[src/rtl/ctrl_pipe_hazard_if.sv]
// ID-side handshake and per-stage control bus for ctrl_pipe_hazard.
// master = ID/test side, slave = the hazard/pipeline unit.
interface ctrl_pipe_hazard_if #(
    parameter int CTRL_W = 24,
    parameter int DEPTH  = 3
);
    logic                  id_valid;
    logic [CTRL_W-1:0]     id_ctrl;
    logic [4:0]            id_rd;
    logic [4:0]            id_rs1;
    logic [4:0]            id_rs2;
    logic                  id_ready;
    logic                  flush_i;
    logic                  mem_stall;
    logic [DEPTH-1:0]      st_valid;
    logic [DEPTH*CTRL_W-1:0] st_ctrl;
    logic [DEPTH*5-1:0]    st_rd;
    logic                  fpu_busy;

    modport master (
        output id_valid, id_ctrl, id_rd, id_rs1, id_rs2,
        output flush_i, mem_stall,
        input  id_ready, st_valid, st_ctrl, st_rd, fpu_busy
    );

    modport slave (
        input  id_valid, id_ctrl, id_rd, id_rs1, id_rs2,
        input  flush_i, mem_stall,
        output id_ready, st_valid, st_ctrl, st_rd, fpu_busy
    );
endinterface

[src/rtl/ctrl_pipe_hazard.sv]
// Control-word pipeline after ID with load-use / FPU-spacing hazard
// detection, branch flush and memory-stall freeze.
module ctrl_pipe_hazard #(
    parameter int CTRL_W    = 24,
    parameter int DEPTH     = 3,
    parameter int FPU_LAT   = 4,
    parameter int MEMRD_BIT = 5,
    parameter int FPU_BIT   = 12,
    parameter int REGW_BIT  = 8
) (
    input  logic clk,
    input  logic rstn,
    ctrl_pipe_hazard_if.slave bus
);
    localparam int CW = $clog2(FPU_LAT + 1);

    // Bad parameter combinations stop elaboration.
    if (DEPTH < 1) begin : g_bad_depth
        $error("DEPTH must be >= 1");
    end
    if (FPU_LAT < 1) begin : g_bad_lat
        $error("FPU_LAT must be >= 1");
    end
    if (MEMRD_BIT >= CTRL_W || FPU_BIT >= CTRL_W
        || REGW_BIT >= CTRL_W) begin : g_bad_bits
        $error("control flag index outside control word");
    end

    logic [DEPTH-1:0]  sv;
    logic [CTRL_W-1:0] sc [DEPTH];
    logic [4:0]        sr [DEPTH];
    logic [CW-1:0]     cnt;

    logic load_use;
    logic fpu_hold;
    logic hold;
    logic accept;

    // Hazard detection and ID handshake.
    always_comb begin
        load_use = sv[0] & sc[0][MEMRD_BIT] & (sr[0] != 5'd0)
                 & ((sr[0] == bus.id_rs1) | (sr[0] == bus.id_rs2));
        fpu_hold = bus.id_ctrl[FPU_BIT] & (cnt != '0);
        hold     = bus.id_valid & (load_use | fpu_hold);
        bus.id_ready = ~hold & ~bus.mem_stall & ~bus.flush_i;
        accept   = bus.id_valid & bus.id_ready;
    end

    // Stage registers: flush > stall > accept > bubble for stage 0;
    // later stages shift unless memory stalls.
    always_ff @(posedge clk) begin
        if (!rstn) begin
            sv <= '0;
            for (int k = 0; k < DEPTH; k++) begin
                sc[k] <= '0;
                sr[k] <= '0;
            end
        end else begin
            if (bus.flush_i) begin
                sv[0] <= 1'b0;
                sc[0] <= '0;
                sr[0] <= '0;
            end else if (bus.mem_stall) begin
                sv[0] <= sv[0];
            end else if (accept) begin
                sv[0] <= 1'b1;
                sc[0] <= bus.id_ctrl;
                sr[0] <= bus.id_rd;
            end else begin
                sv[0] <= 1'b0;
                sc[0] <= '0;
                sr[0] <= '0;
            end
            for (int k = 1; k < DEPTH; k++) begin
                if (!bus.mem_stall) begin
                    sv[k] <= sv[k-1];
                    sc[k] <= sc[k-1];
                    sr[k] <= sr[k-1];
                end
            end
        end
    end

    // FPU issue-spacing counter; keeps counting through memory stalls.
    always_ff @(posedge clk) begin
        if (!rstn) begin
            cnt <= '0;
        end else if (accept && bus.id_ctrl[FPU_BIT]) begin
            cnt <= CW'(FPU_LAT - 1);
        end else if (cnt != '0) begin
            cnt <= cnt - CW'(1);
        end
    end

    assign bus.fpu_busy = (cnt != '0);
    assign bus.st_valid = sv;

    for (genvar g = 0; g < DEPTH; g++) begin : g_out
        assign bus.st_ctrl[g*CTRL_W +: CTRL_W] = sc[g];
        assign bus.st_rd[g*5 +: 5]             = sr[g];
    end
endmodule

[src/flat_wrapper.sv]
// flat-port wrapper written by rule: the top's interface ports become plain ports
module ctrl_pipe_hazard_flat 
#(
    parameter int CTRL_W    = 24,
    parameter int DEPTH     = 3,
    parameter int FPU_LAT   = 4,
    parameter int MEMRD_BIT = 5,
    parameter int FPU_BIT   = 12,
    parameter int REGW_BIT  = 8
)
  (clk, rstn, bus_id_valid, bus_id_ctrl, bus_id_rd, bus_id_rs1, bus_id_rs2, bus_flush_i, bus_mem_stall, bus_id_ready, bus_st_valid, bus_st_ctrl, bus_st_rd, bus_fpu_busy);
  ctrl_pipe_hazard_if #(.CTRL_W(CTRL_W), .DEPTH(DEPTH)) bus_i ();
  input  logic clk;
  input  logic rstn;
  input wire logic [$bits(bus_i.id_valid)-1:0] bus_id_valid;
  input wire logic [$bits(bus_i.id_ctrl)-1:0] bus_id_ctrl;
  input wire logic [$bits(bus_i.id_rd)-1:0] bus_id_rd;
  input wire logic [$bits(bus_i.id_rs1)-1:0] bus_id_rs1;
  input wire logic [$bits(bus_i.id_rs2)-1:0] bus_id_rs2;
  input wire logic [$bits(bus_i.flush_i)-1:0] bus_flush_i;
  input wire logic [$bits(bus_i.mem_stall)-1:0] bus_mem_stall;
  output wire logic [$bits(bus_i.id_ready)-1:0] bus_id_ready;
  output wire logic [$bits(bus_i.st_valid)-1:0] bus_st_valid;
  output wire logic [$bits(bus_i.st_ctrl)-1:0] bus_st_ctrl;
  output wire logic [$bits(bus_i.st_rd)-1:0] bus_st_rd;
  output wire logic [$bits(bus_i.fpu_busy)-1:0] bus_fpu_busy;
  assign bus_i.id_valid = bus_id_valid;
  assign bus_i.id_ctrl = bus_id_ctrl;
  assign bus_i.id_rd = bus_id_rd;
  assign bus_i.id_rs1 = bus_id_rs1;
  assign bus_i.id_rs2 = bus_id_rs2;
  assign bus_i.flush_i = bus_flush_i;
  assign bus_i.mem_stall = bus_mem_stall;
  assign bus_id_ready = bus_i.id_ready;
  assign bus_st_valid = bus_i.st_valid;
  assign bus_st_ctrl = bus_i.st_ctrl;
  assign bus_st_rd = bus_i.st_rd;
  assign bus_fpu_busy = bus_i.fpu_busy;
  ctrl_pipe_hazard #(.CTRL_W(CTRL_W), .DEPTH(DEPTH), .FPU_LAT(FPU_LAT), .MEMRD_BIT(MEMRD_BIT), .FPU_BIT(FPU_BIT), .REGW_BIT(REGW_BIT)) u_core (.clk(clk), .rstn(rstn), .bus(bus_i));
endmodule
[config.mk]
export PLATFORM = sky130hd
export DESIGN_NAME = ctrl_pipe_hazard_flat
export DESIGN_NICKNAME = d
export VERILOG_FILES = /design/src/rtl/ctrl_pipe_hazard_if.sv /design/src/rtl/ctrl_pipe_hazard.sv /design/src/flat_wrapper.sv
export SDC_FILE = /design/constraint.sdc
export NUM_CORES = 1
export LEC_CHECK = 0
export CORE_MARGIN = 2
export CORE_UTILIZATION = 25
export DETAILED_ROUTE_END_ITERATION = 8
export SYNTH_ARGS = -nofsm -noshare
export SYNTH_HDL_FRONTEND = slang
export SYNTH_SLANG_ARGS = --single-unit
[constraint.sdc]
create_clock -name clk -period 2.97 [get_ports clk]
set_input_delay 0.4455 -clock clk [delete_from_list [all_inputs] [get_ports clk]]
set_output_delay 0.4455 -clock clk [all_outputs]
set_load 0.05 [all_outputs]
Word level (Yosys, flattened, before mapping)
Memory sizes are Yosys's and may differ from the RTL's.
Cells that the tools add are included.
W data, S select, Z words.
Word-level totals
  flip-flop bits (word level): 6
  word-level logic and storage cells: 68
  RAM bits: 87
  memories: 2
  output and inout bits: 92
  input port bits: 44
Cells by class
  equal/unequal tests: 2
  add/sub/neg operators: 1
  mux-type cells: 29
  bitwise gates (word level): 24
  reductions and logical operators: 6
Memories
  u_core.sc: depth 3, width 24, read ports 3, clocked after Yosys merged registers in 0, write ports 3, RTL line ctrl_pipe_hazard.sv:30  | logic [CTRL_W-1:0] sc [DEPTH];
  u_core.sr: depth 3, width 5, read ports 3, clocked after Yosys merged registers in 0, write ports 3, RTL line ctrl_pipe_hazard.sv:31  | logic [4:0] sr [DEPTH];
Operators with widths (number)
  $mux W24: 5
  $mux W5: 5
  $mux W1: 17
  $or A1 B1 Y1: 12
  $eq A5 B5 Y1: 2
  $and A1 B1 Y1: 8
  $reduce_bool A5 Y1: 1
  $mux W2: 2
  $not A1 Y1: 4
  $reduce_or A2 Y1: 2
  $reduce_bool A3 Y1: 1
  $sub A3 B1 Y3 const B: 1
  $reduce_bool A2 Y1: 1
  $logic_and A1 B1 Y1: 1

Depth between registers and ports, before layout
An unclocked memory read counts as a cell.
  depth after elaboration: 17
  depth in mapped cells: 8
  depth with buffers taken out: 7

Worst setup path before layout
Ideal clock, no wire load.
  kind: flip-flop to output port
  start: memory u_core.sr[0][4]
  end: output bus_id_ready
  required time: 2525 ps
  data arrival time: 2381 ps
  path buffers: 1
  cell stages (with the launch flop): 5
  slack: 143 ps
  cell sequence: edfxtp_1 or3_1 o311a_4 buf_6 a31oi_1
RTL lines
  start, declared: RTL line ctrl_pipe_hazard.sv:31
  end, declared: RTL line flat_wrapper.sv:22  | output wire logic [$bits(bus_i.id_ready)-1:0] bus_id_ready;

==> impl_metrics.csv <==
group,metric,value,unit
global_route,first_global_vias,2568,
synthesis,synthAdderAreaFrac,0.00657,
clock_network,clk_pin_slew_worst_paths,0.07,ns
sta,slew_headroom,0.533,
drt,drtPass1Iterations,4,
sta,finalCritPeriodShare,0.900,
layout,nets,456,
setup_path,rrSetupSlack,0.88,ns
sta,fin_crit,2.67,ns
synthesis,netlist_instances,275,
synthesis,synth_area_leader_cell,"edfxtp_1",
synthesis,synth_seq_area_share,0.717,
flow_run,maxCapViolCount,0,
power,p_leak,2.11,nW
layout,area_growth,49.5,%
floorplan,die_w,127,µm
power,finalPower,3.58,mW
synthesis,syn_nets,321,
floorplan,start_util,0.253,
sta,finalSetupViolations,0,
min_path,hold_class,"flip-flop to flip-flop",
drt,routedWlPerCell,15.1,µm
synthesis,synth_top_family_by_area,"simple AND/OR/NAND/NOR gates",
synthesis,avgSynthCellArea,13.9,µm²
clock_network,htree_levels,3,
clock_network,cts_tree,"yes",
clock_network,root_buffer,"clkbuf_16",
floorplan,rows,45,
clock_network,clkSinkCount,93,
synthesis,synth_top_area_frac,0.686,
synthesis,synth.area.top_cells,"edfxtp_1, and2_1, a21oi_1",
floorplan,die_h,127,µm
synthesis,yosysWarnings,0,
power,power.density,628,mW/mm²
sta,finalHoldViolations,0,
sta,finalMaxSlewViolations,0,
drt,first_iter_violations,117,
sta,timing.fmax,374,MHz
setup_path,cp_slowest_cell,"edfxtp_1",
clock_network,clockBufferDepth,2,
drt,dr_wl_met2,4.42,mm
clock_network,cts_setup_buffers,0,
setup_path,cp.arrival,2.23,ns
setup_path,start_kind,"flip-flop",
synthesis,ys_seq_elements,93,
floorplan,num_io_pins,136,
layout,stdcell_area,0.00569,mm²
drt,wl_met3,351,µm
drt,wl_met1,4.16,mm
place,dpl.hpwl,6.62,mm
drt,top_layer_used,"met4",
setup_path,worstSetupPathType,"flip-flop to output port",
place,place_area,0.00538,mm²
sta,setup_tns,0,ns
synthesis,synth_mux_area_frac,0.00788,
sta,rsz0062_at_grt,"false",
synthesis,synth_compound_area_frac,0.0706,
drt,num_vias,2496,
setup_path,critical-path-max-stage-delay,0.50,ns
power,peakVddDrop,0.000321,V
global_route,antenna_found_initial,0,
clock_network,numCtsBuffers,9,
clock_network,hold_buffers,0,
layout,n_antenna_cell,0,
synthesis,synth_xor_area_frac,0.0230,
drt,post_drt_via_cell_ratio,4.14,
floorplan,core-area,0.0150,mm²
global_route,grt_max_degree,59,
setup_path,crit_required,2.52,ns
drt,post-route-drc-count,0,
sta,worst_slew_pin_slew,0.699,ns
place,gp_congestion,0.768,
drt,totalWireLength,9.12,mm
setup_path,cp_max_fo,32,
clock_network,clock_latency,0.34,ns
global_route,grt_first_pass_wirelength,14.2,mm
global_route,grt-ovfl-total,0,
floorplan,die-area,0.0162,mm²
clock_network,post_cts_resized,0,
layout,drive_above_1_share,0.0651,
synthesis,yosys.area_share.simple,0.147,
place,port_buffers,135,
status,status,"finished, final reports clean",
synthesis,synth_cell_types,29,
synthesis,netlist_area,0.00381,mm²
sta,skew,0.0122,ns
drt,antenna_left,0,
setup_path,crit_chain,"or3_1 > o311a_4 > a31oi_1 > buf_4",
setup_path,cp-end-kind,"output port",
global_route,grt_usage,0.115,
## routing by layer
layer  vias up  GRT usage
met1      1180      0.152
met2        68      0.181
met3        14     0.0209
li1       1234          -
met5         -          0
met4         0     0.0582
## kinds of logic (layout without fill, tap and decap cells)
kind of cell | Yosys count | in the layout
adder cells (fa/ha/maj) | 2 | 2
AO/OA/AOI/OAI | 42 | 42
AND/OR/NAND/NOR | 103 | 103
XOR/XNOR | 10 | 10
buffers and inverters | 22 | 162
flip-flops | 93 | 93
multiplexers | 3 | 3
## cells in the mapped netlist (all sizes together)
cell,count
edfxtp,87
and2,58
nand2,31
a21oi,28
xnor2,10
buf,9
inv,7
clkbuf,6
dfxtp,6
nand3,4
nor2b,4
mux2i,3
nor2,3
o211ai,3
o21ai,3
a21boi,2
ha,2
a211oi,1
a311o,1
a31oi,1
and4bb,1
o22a,1
o22ai,1
o311a,1
or2,1
or3,1
## final cells by class
| cell class | count | area (µm²) |
|---|---|---|
| clock buffers | 10 | 229 |
| well taps | 188 | 235 |
| clock inverters | 6 | 87.6 |
| flip-flops and latches | 93 | 2730 |
| repair buffers | 139 | 1390 |
| inverters | 7 | 26.3 |
| multi-input cells | 160 | 992 |
| fillers | 1419 | 9340 |
## worst max-delay path, delay by kind of cell (launching register included)
kind	cells	cell delay, ns
buffers and inverters	1	0.23
flip-flops	1	0.50
AO/OA/AOI/OAI	2	0.72
AND/OR/NAND/NOR	1	0.43
## stage by stage
| step | std cells | util | hold WS, ns | setup slack (ns) |
|---|---|---|---|---|
| 5_1_grt | 603 | 0.379 | 0.570 | 0.209 |
| 3_5_place_dp | 587 | 0.358 | 0.531 | 0.449 |
| 2_1_floorplan | 275 | - | 0.501 | 0.143 |
| 3_3_place_gp | 587 | 0.358 | 0.506 | 0.550 |
| 4_1_cts | 603 | 0.379 | 0.548 | 0.283 |
| 6_report | 603 | 0.379 | 0.543 | 0.297 |
## cell usage in the layout, fill, tap and decap left out, types with 6 or more instances in the layout
cell,n
a21oi_1,28
clkbuf_16,9
xnor2_1,10
nand2_1,30
edfxtp_1,87
and2_1,58
inv_1,7
clkdlybuf4s50_1,134
dfxtp_1,6
## state kept, by name, summed over array words and instances (netlist names)
register / count
u_core.sc: 72
u_core.sr: 15
u_core.bus.st_valid: 3
u_core.cnt: 3
## power by group
group          switching, mW  internal [mW]  total [mW]
combinational          0.505          0.274       0.779
clock                  0.475          0.738        1.21
sequential            0.0521           1.53        1.59
total                   1.03           2.55        3.58
## final timing paths
path	startpoint	endpoint	cells past startpoint
worst max register to register	u_core.cnt[0]	u_core.sc[0][6]	7
worst max-delay path	u_core.sr[0][4]	bus_id_ready	4
worst min register to register	u_core.bus.st_valid[2]	u_core.bus.st_valid[2]	2
worst min-delay path	u_core.bus.st_valid[2]	u_core.bus.st_valid[2]	2
No activity file was read; power rests on OpenSTA's default activity.
